File: src/rtl/lsu_mem_stage.sv
// Load/store memory stage for an RV32I core.
// Takes one decoded LOAD/STORE at a time and checks it for misalignment or an
// illegal width code. Legal accesses go out on a word-wide req/gnt/rvalid port,
// and the stage then reports a load result, a store completion or an error.
// Every output comes straight from a register, so the pulses and the memory
// request change on the same clock edges as the state.

module lsu_mem_stage #(
    parameter int XLEN = 32,
    parameter int RD_W = 5
) (
    input  logic            clk_i,
    input  logic            rst_ni,
    input  logic            req_valid_i,
    output logic            req_ready_o,
    input  logic            req_we_i,
    input  logic [2:0]      req_funct3_i,
    input  logic [XLEN-1:0] req_addr_i,
    input  logic [XLEN-1:0] req_wdata_i,
    input  logic [RD_W-1:0] req_rd_i,
    output logic            mem_req_o,
    input  logic            mem_gnt_i,
    output logic [XLEN-1:0] mem_addr_o,
    output logic            mem_we_o,
    output logic [3:0]      mem_be_o,
    output logic [XLEN-1:0] mem_wdata_o,
    input  logic            mem_rvalid_i,
    input  logic [XLEN-1:0] mem_rdata_i,
    output logic            wb_valid_o,
    output logic [RD_W-1:0] wb_rd_o,
    output logic [XLEN-1:0] wb_data_o,
    output logic            st_done_o,
    output logic            err_o,
    output logic [XLEN-1:0] err_addr_o
);

    localparam logic [1:0] ST_IDLE = 2'd0;
    localparam logic [1:0] ST_REQ  = 2'd1;
    localparam logic [1:0] ST_WAIT = 2'd2;
    localparam logic [1:0] ST_RESP = 2'd3;

    localparam logic [2:0] F3_BYTE  = 3'b000;
    localparam logic [2:0] F3_HALF  = 3'b001;
    localparam logic [2:0] F3_WORD  = 3'b010;
    localparam logic [2:0] F3_BYTEU = 3'b100;
    localparam logic [2:0] F3_HALFU = 3'b101;

    logic [1:0]      state_reg;
    logic [2:0]      funct3_reg;
    logic [1:0]      offset_reg;
    logic [RD_W-1:0] rd_reg;

    logic            req_ready_reg;
    logic            mem_req_reg;
    logic [XLEN-1:0] mem_addr_reg;
    logic            mem_we_reg;
    logic [3:0]      mem_be_reg;
    logic [XLEN-1:0] mem_wdata_reg;
    logic            wb_valid_reg;
    logic [RD_W-1:0] wb_rd_reg;
    logic [XLEN-1:0] wb_data_reg;
    logic            st_done_reg;
    logic            err_reg;
    logic [XLEN-1:0] err_addr_reg;

    logic            req_illegal;
    logic [3:0]      req_be;
    logic [XLEN-1:0] req_lanes;
    logic [7:0]      load_byte;
    logic [15:0]     load_half;
    logic [XLEN-1:0] load_data;

    assign req_ready_o = req_ready_reg;
    assign mem_req_o   = mem_req_reg;
    assign mem_addr_o  = mem_addr_reg;
    assign mem_we_o    = mem_we_reg;
    assign mem_be_o    = mem_be_reg;
    assign mem_wdata_o = mem_wdata_reg;
    assign wb_valid_o  = wb_valid_reg;
    assign wb_rd_o     = wb_rd_reg;
    assign wb_data_o   = wb_data_reg;
    assign st_done_o   = st_done_reg;
    assign err_o       = err_reg;
    assign err_addr_o  = err_addr_reg;

    // Classify the incoming request: alignment and width-code legality, plus byte enables.
    always_comb begin
        req_illegal = 1'b0;
        case (req_funct3_i)
            F3_BYTE, F3_BYTEU: req_illegal = 1'b0;
            F3_HALF, F3_HALFU: req_illegal = req_addr_i[0];
            F3_WORD:           req_illegal = (req_addr_i[1:0] != 2'b00);
            default:           req_illegal = 1'b1;
        endcase
        // Stores have no unsigned variants.
        if (req_we_i && req_funct3_i[2]) begin
            req_illegal = 1'b1;
        end

        case (req_funct3_i[1:0])
            2'b00:   req_be = 4'b0001 << req_addr_i[1:0];
            2'b01:   req_be = 4'b0011 << req_addr_i[1:0];
            default: req_be = 4'b1111;
        endcase
    end

    // Replicate the store data into every byte lane so the enabled lanes carry it.
    generate
        for (genvar gi = 0; gi < 4; gi++) begin : g_store_lane
            assign req_lanes[gi*8 +: 8] =
                (req_funct3_i[1:0] == 2'b00) ? req_wdata_i[7:0] :
                (req_funct3_i[1:0] == 2'b01) ? req_wdata_i[(gi%2)*8 +: 8] :
                                               req_wdata_i[gi*8 +: 8];
        end
    endgenerate

    // Select the addressed byte or half of the read word, then sign- or zero-extend it.
    always_comb begin
        load_byte = mem_rdata_i[{offset_reg, 3'b000} +: 8];
        load_half = mem_rdata_i[{offset_reg[1], 4'b0000} +: 16];
        case (funct3_reg)
            F3_BYTE:  load_data = {{(XLEN-8){load_byte[7]}}, load_byte};
            F3_BYTEU: load_data = {{(XLEN-8){1'b0}}, load_byte};
            F3_HALF:  load_data = {{(XLEN-16){load_half[15]}}, load_half};
            F3_HALFU: load_data = {{(XLEN-16){1'b0}}, load_half};
            default:  load_data = mem_rdata_i;
        endcase
    end

    // Control FSM and all registered outputs.
    always_ff @(posedge clk_i or negedge rst_ni) begin
        if (!rst_ni) begin
            state_reg     <= ST_IDLE;
            funct3_reg    <= 3'b000;
            offset_reg    <= 2'b00;
            rd_reg        <= '0;
            req_ready_reg <= 1'b0;
            mem_req_reg   <= 1'b0;
            mem_addr_reg  <= '0;
            mem_we_reg    <= 1'b0;
            mem_be_reg    <= 4'b0000;
            mem_wdata_reg <= '0;
            wb_valid_reg  <= 1'b0;
            wb_rd_reg     <= '0;
            wb_data_reg   <= '0;
            st_done_reg   <= 1'b0;
            err_reg       <= 1'b0;
            err_addr_reg  <= '0;
        end else begin
            case (state_reg)
                ST_IDLE: begin
                    req_ready_reg <= 1'b1;
                    // Ready is low for one cycle after reset, so no request is taken then.
                    if (req_ready_reg && req_valid_i) begin
                        req_ready_reg <= 1'b0;
                        funct3_reg    <= req_funct3_i;
                        offset_reg    <= req_addr_i[1:0];
                        rd_reg        <= req_rd_i;
                        if (req_illegal) begin
                            err_reg      <= 1'b1;
                            err_addr_reg <= req_addr_i;
                            state_reg    <= ST_RESP;
                        end else begin
                            mem_req_reg   <= 1'b1;
                            mem_addr_reg  <= {req_addr_i[XLEN-1:2], 2'b00};
                            mem_we_reg    <= req_we_i;
                            mem_be_reg    <= req_be;
                            mem_wdata_reg <= req_lanes;
                            state_reg     <= ST_REQ;
                        end
                    end
                end
                ST_REQ: begin
                    // The memory outputs stay put until the grant. rvalid here is ignored.
                    if (mem_gnt_i) begin
                        mem_req_reg <= 1'b0;
                        mem_we_reg  <= 1'b0;
                        mem_be_reg  <= 4'b0000;
                        if (mem_we_reg) begin
                            st_done_reg <= 1'b1;
                            state_reg   <= ST_RESP;
                        end else begin
                            state_reg   <= ST_WAIT;
                        end
                    end
                end
                ST_WAIT: begin
                    if (mem_rvalid_i) begin
                        wb_valid_reg <= 1'b1;
                        wb_data_reg  <= load_data;
                        wb_rd_reg    <= rd_reg;
                        state_reg    <= ST_RESP;
                    end
                end
                ST_RESP: begin
                    // The result pulse was raised on entry. Drop it and reopen the stage.
                    wb_valid_reg  <= 1'b0;
                    st_done_reg   <= 1'b0;
                    err_reg       <= 1'b0;
                    req_ready_reg <= 1'b1;
                    state_reg     <= ST_IDLE;
                end
                default: begin
                    state_reg <= ST_IDLE;
                end
            endcase
        end
    end

endmodule

File: config.mk
export PLATFORM = sky130hd
export DESIGN_NAME = lsu_mem_stage
export DESIGN_NICKNAME = d
export VERILOG_FILES = /design/src/rtl/lsu_mem_stage.sv
export SDC_FILE = /design/constraint.sdc
export NUM_CORES = 1
export LEC_CHECK = 0
export ABC_AREA = 1
export BUFFER_PORTS_ARGS = -buffer_cell sky130_fd_sc_hd__buf_2
export CORE_UTILIZATION = 46
export CTS_CLUSTER_SIZE = 14
export DETAILED_ROUTE_END_ITERATION = 12
export GPL_TIMING_DRIVEN = 0
export MAX_ROUTING_LAYER = met4
export PLACE_DENSITY = 0.76
export REMOVE_ABC_BUFFERS = 1
export SLEW_MARGIN = 20
export SYNTH_ARGS = -nofsm -noshare
export SYNTH_HDL_FRONTEND = slang
export SYNTH_SLANG_ARGS = --single-unit
File: constraint.sdc
create_clock -name clk_i -period 1.6 [get_ports clk_i]
set_input_delay 0.16 -clock clk_i [delete_from_list [all_inputs] [get_ports clk_i]]
set_output_delay 0.16 -clock clk_i [all_outputs]
set_load 0.05 [all_outputs]
==> results.py <==
metrics = {
    "detailed_routing": {
        "viasPerCell": 5.21,
        "drt_iter0_markers": 623,
        "routed_wirelength_mm": 24.7,
        "wl_per_cell_um": 16.8,
        "vias": 7628,
        "ant_nets": 0,
        "firstDrtPassIters": 5,
        "drc": 0,
    },
    "grt": {
        "first_global_vias": 7262,
        "overflow": 0,
        "grt_max_degree": 95,
        "antenna_found_initial": 2,
        "grt_pass1_wl_mm": 37.2,
        "grt_use_total": 0.308,
    },
    "power_and_ir_drop": {
        "total_power_uw": 24400,
        "p_switching_uw": 13200,
        "p_clk_frac": 0.151,
        "leakagePower_uw": 0.00561,
        "power_density_nw_per_um2": 2380,
        "swShare": 0.541,
        "p_comb_frac": 0.569,
        "cell_internal_pwr_uw": 11200,
        "p_seq_frac": 0.280,
        "ir_drop_mv": 1.30,
    },
    "synthesis": {
        "synth_top_area_frac": 0.528,
        "synth.avg_cell_area_sq_um": 7.83,
        "synth-edff-count": 0,
        "synth.largest_area_cell": "dfrtp_1",
        "syn_area_sq_um": 7250,
        "yosys_warnings": 0,
        "synth_seq_area_share": 0.528,
        "synth_cells": 926,
        "yosysUniqueCellTypes": 26,
        "synthArstFlopShare": 1.00,
        "synth_flop_cell": "dfrtp_1",
        "synthTopCellsByArea": "dfrtp_1 (53%), nand2_1 (18%), o21ai_0 (9.2%), inv_1 (4.8%), a21oi_1 (3.2%)",
        "ys_seq_elements": 153,
    },
    "clocking": {
        "cts_root_buf": "clkbuf_16",
        "cts_tree": "yes",
        "cts_inserted_buffers": 17,
        "clk_path_buf_depth": 2,
        "cts.clk_slew.worst_paths_ps": 60,
        "clk_latency_ps": 430,
        "cts_max_level": 4,
        "cts.sinks": 153,
    },
    "cells_and_area": {
        "final_core_util": 0.668,
        "area_growth_pct": 41.0,
        "fin_nets": 1352,
        "drive_gt1_frac": 0.302,
    },
    "setup_path": {
        "r2r_slack_ps": -40,
        "crit_path_end_kind": "flip-flop",
        "worstPathRequired_ps": 1900,
        "cp_slowest_cell": "dfrtp_1",
        "critPathKind": "flip-flop to flip-flop",
        "path_max_fanout": 37,
        "max_stage_delay_ps": 430,
        "arrival_ps": 1940,
        "start_kind": "flip-flop",
        "crit_family": "flip-flops",
        "path_cells": "inv_2, ha_4, buf_12, nand2_8, o21ai_2, nand2_1",
        "cp.buffers_inverters": 2,
    },
    "worst_hold_path": {
        "hold_path.class": "primary input to flip-flop",
    },
    "timing": {
        "worst_pin_slew_ps": 1030,
        "clock_skew_ps": 8.15,
        "rsz0062_at_grt": "yes",
        "slew_violations": 0,
        "post-route-min-period_ps": 1640,
        "finalCritPeriodShare": 1.02,
        "worst_slack_ps": -36.0,
        "relSlewSlack": 0.309,
        "setup_viol": 3,
        "fmax_mhz": 611,
        "hold_violations": 0,
    },
    "status": {
        "violations": "negative setup slack",
        "status": "finished with violations",
    },
    "placed_design": {
        "portBuffers": 250,
        "finalWeightedCongestion": 0.889,
        "hpwl_mm": 13.6,
    },
    "flow_run": {
        "max-cap-violations": 0,
    },
    "floorplan": {
        "initial_utilization": 0.474,
        "num_rows": 45,
        "die-area_sq_um": 16300,
        "ios": 253,
        "coreArea_sq_um": 15300,
        "die_h_um": 128,
        "fp.dieW_um": 128,
    },
}
-- timing repair --
action / in CTS / in global routing
hold endpoints to repair: 130 / 0
hold buffers: 43 / 0
gates resized for setup: 31 / 34
setup endpoints to repair: 144 / 128
pin swaps: 9 / 4
cloned: 12 / 5
buffers inserted: 15 / 17
-- cell type report --
| class | instances | area [sq um] |
|---|---|---|
| Antenna cell | 2 | 5.00 |
| Clock buffer | 20 | 437 |
| Clock inverter | 12 | 93.8 |
| Fill cell | 1294 | 5090 |
| Inverter | 95 | 373 |
| Multi-Input combinational cell | 641 | 3110 |
| Sequential cell | 153 | 3840 |
| Tap cell | 211 | 264 |
| Timing Repair Buffer | 327 | 2080 |
| Timing Repair inverter | 3 | 22.5 |
-- routing by layer --
metal / track usage / wire length [um] / up-vias
li1: - / - / 3559
met4: 0.131 / 1030 / 0
met1: 0.373 / 9980 / 3578
met3: 0.0729 / 2170 / 75
met2: 0.493 / 11500 / 416
met5: - / 0 / -
-- cells in the final DEF, fill, tap and decap left out, drive strengths merged --
master         n
nand2        362
buf          284
dfrtp        153
o21ai        136
inv           94
a21oi         48
dlygate4sd3   43
nand3         38
clkbuf        20
nor2          20
or2           17
clkinvlp       9
o211ai         9
clkinv         7
ha             4
diode          2
o22ai          2
conb           2
nand4          1
a21boi         1
nand3b         1
-- per-stage QoR --
step	instance area (sq um)	setup TNS (ps)	setup WS, ps	std cells	hold WS [ps]
after detailed placement	8570	-139910	-1280	1338	125
after global placement	8490	-513990	-1980	1336	377
after CTS	9930	-420	-58.8	1440	12.2
final	10200	-58.2	-36.0	1464	17.2
after floorplan	6980	-68240	-836	875	-136
after global routing	10200	-3190	-90.3	1464	28.5
-- power by group through the flow --
stage	sequential, uW	combinational (uW)	clock, uW
6_report	6830	13900	3670
5_1_grt	7030	14700	3890
4_1_cts	6790	13200	3710
3_5_place_dp	6850	12300	0
3_3_place_gp	6790	12100	0
2_1_floorplan	12700	3270	0
-- Yosys cell counts (4+ instances only) --
cell,n
buf_2,16
dfrtp_1,153
o211ai_1,9
o21ai_0,134
nor2_1,16
clkbuf_1,23
a21oi_1,47
inv_1,92
nand2_1,352
ha_1,4
nand3_1,33
or2_2,17
buf_6,7
-- final timing paths --
kind | from | end | cells after the start
worst max-delay path | state_reg[0]$_DFFE_PN0P_ | mem_wdata_o[17]$_DFFE_PN0P_ | 6
worst min-delay path | mem_rdata_i[1] | wb_data_o[1]$_DFFE_PN0P_ | 3
worst max register to register | state_reg[0]$_DFFE_PN0P_ | mem_wdata_o[17]$_DFFE_PN0P_ | 6
worst min register to register | mem_be_o[0]$_DFFE_PN0P_ | mem_be_o[0]$_DFFE_PN0P_ | 2
max in group asynchronous | rst_ni | state_reg[1]$_DFFE_PN0P_ | 3
min in group asynchronous | rst_ni | err_addr_o[30]$_DFFE_PN0P_ | 2
-- tightest hold or removal path, cell delays in order --
cell and delay, ps:
buf_2 90, o211ai_1 100, nand2_1 60
-- kinds of logic (layout without fill, tap and decap cells) --
| family | after synthesis | count (layout) | share of synthesized area |
|---|---|---|---|
| simple gates | 425 | 439 | 0.238 |
| other cells | 1 | 4 | 0.000517 |
| flops | 153 | 153 | 0.528 |
| fa+ha+maj | 4 | 4 | 0.00690 |
| buf+inv | 147 | 457 | 0.0876 |
| compound gates | 196 | 196 | 0.140 |
No activity file was read; power rests on OpenSTA's default activity.
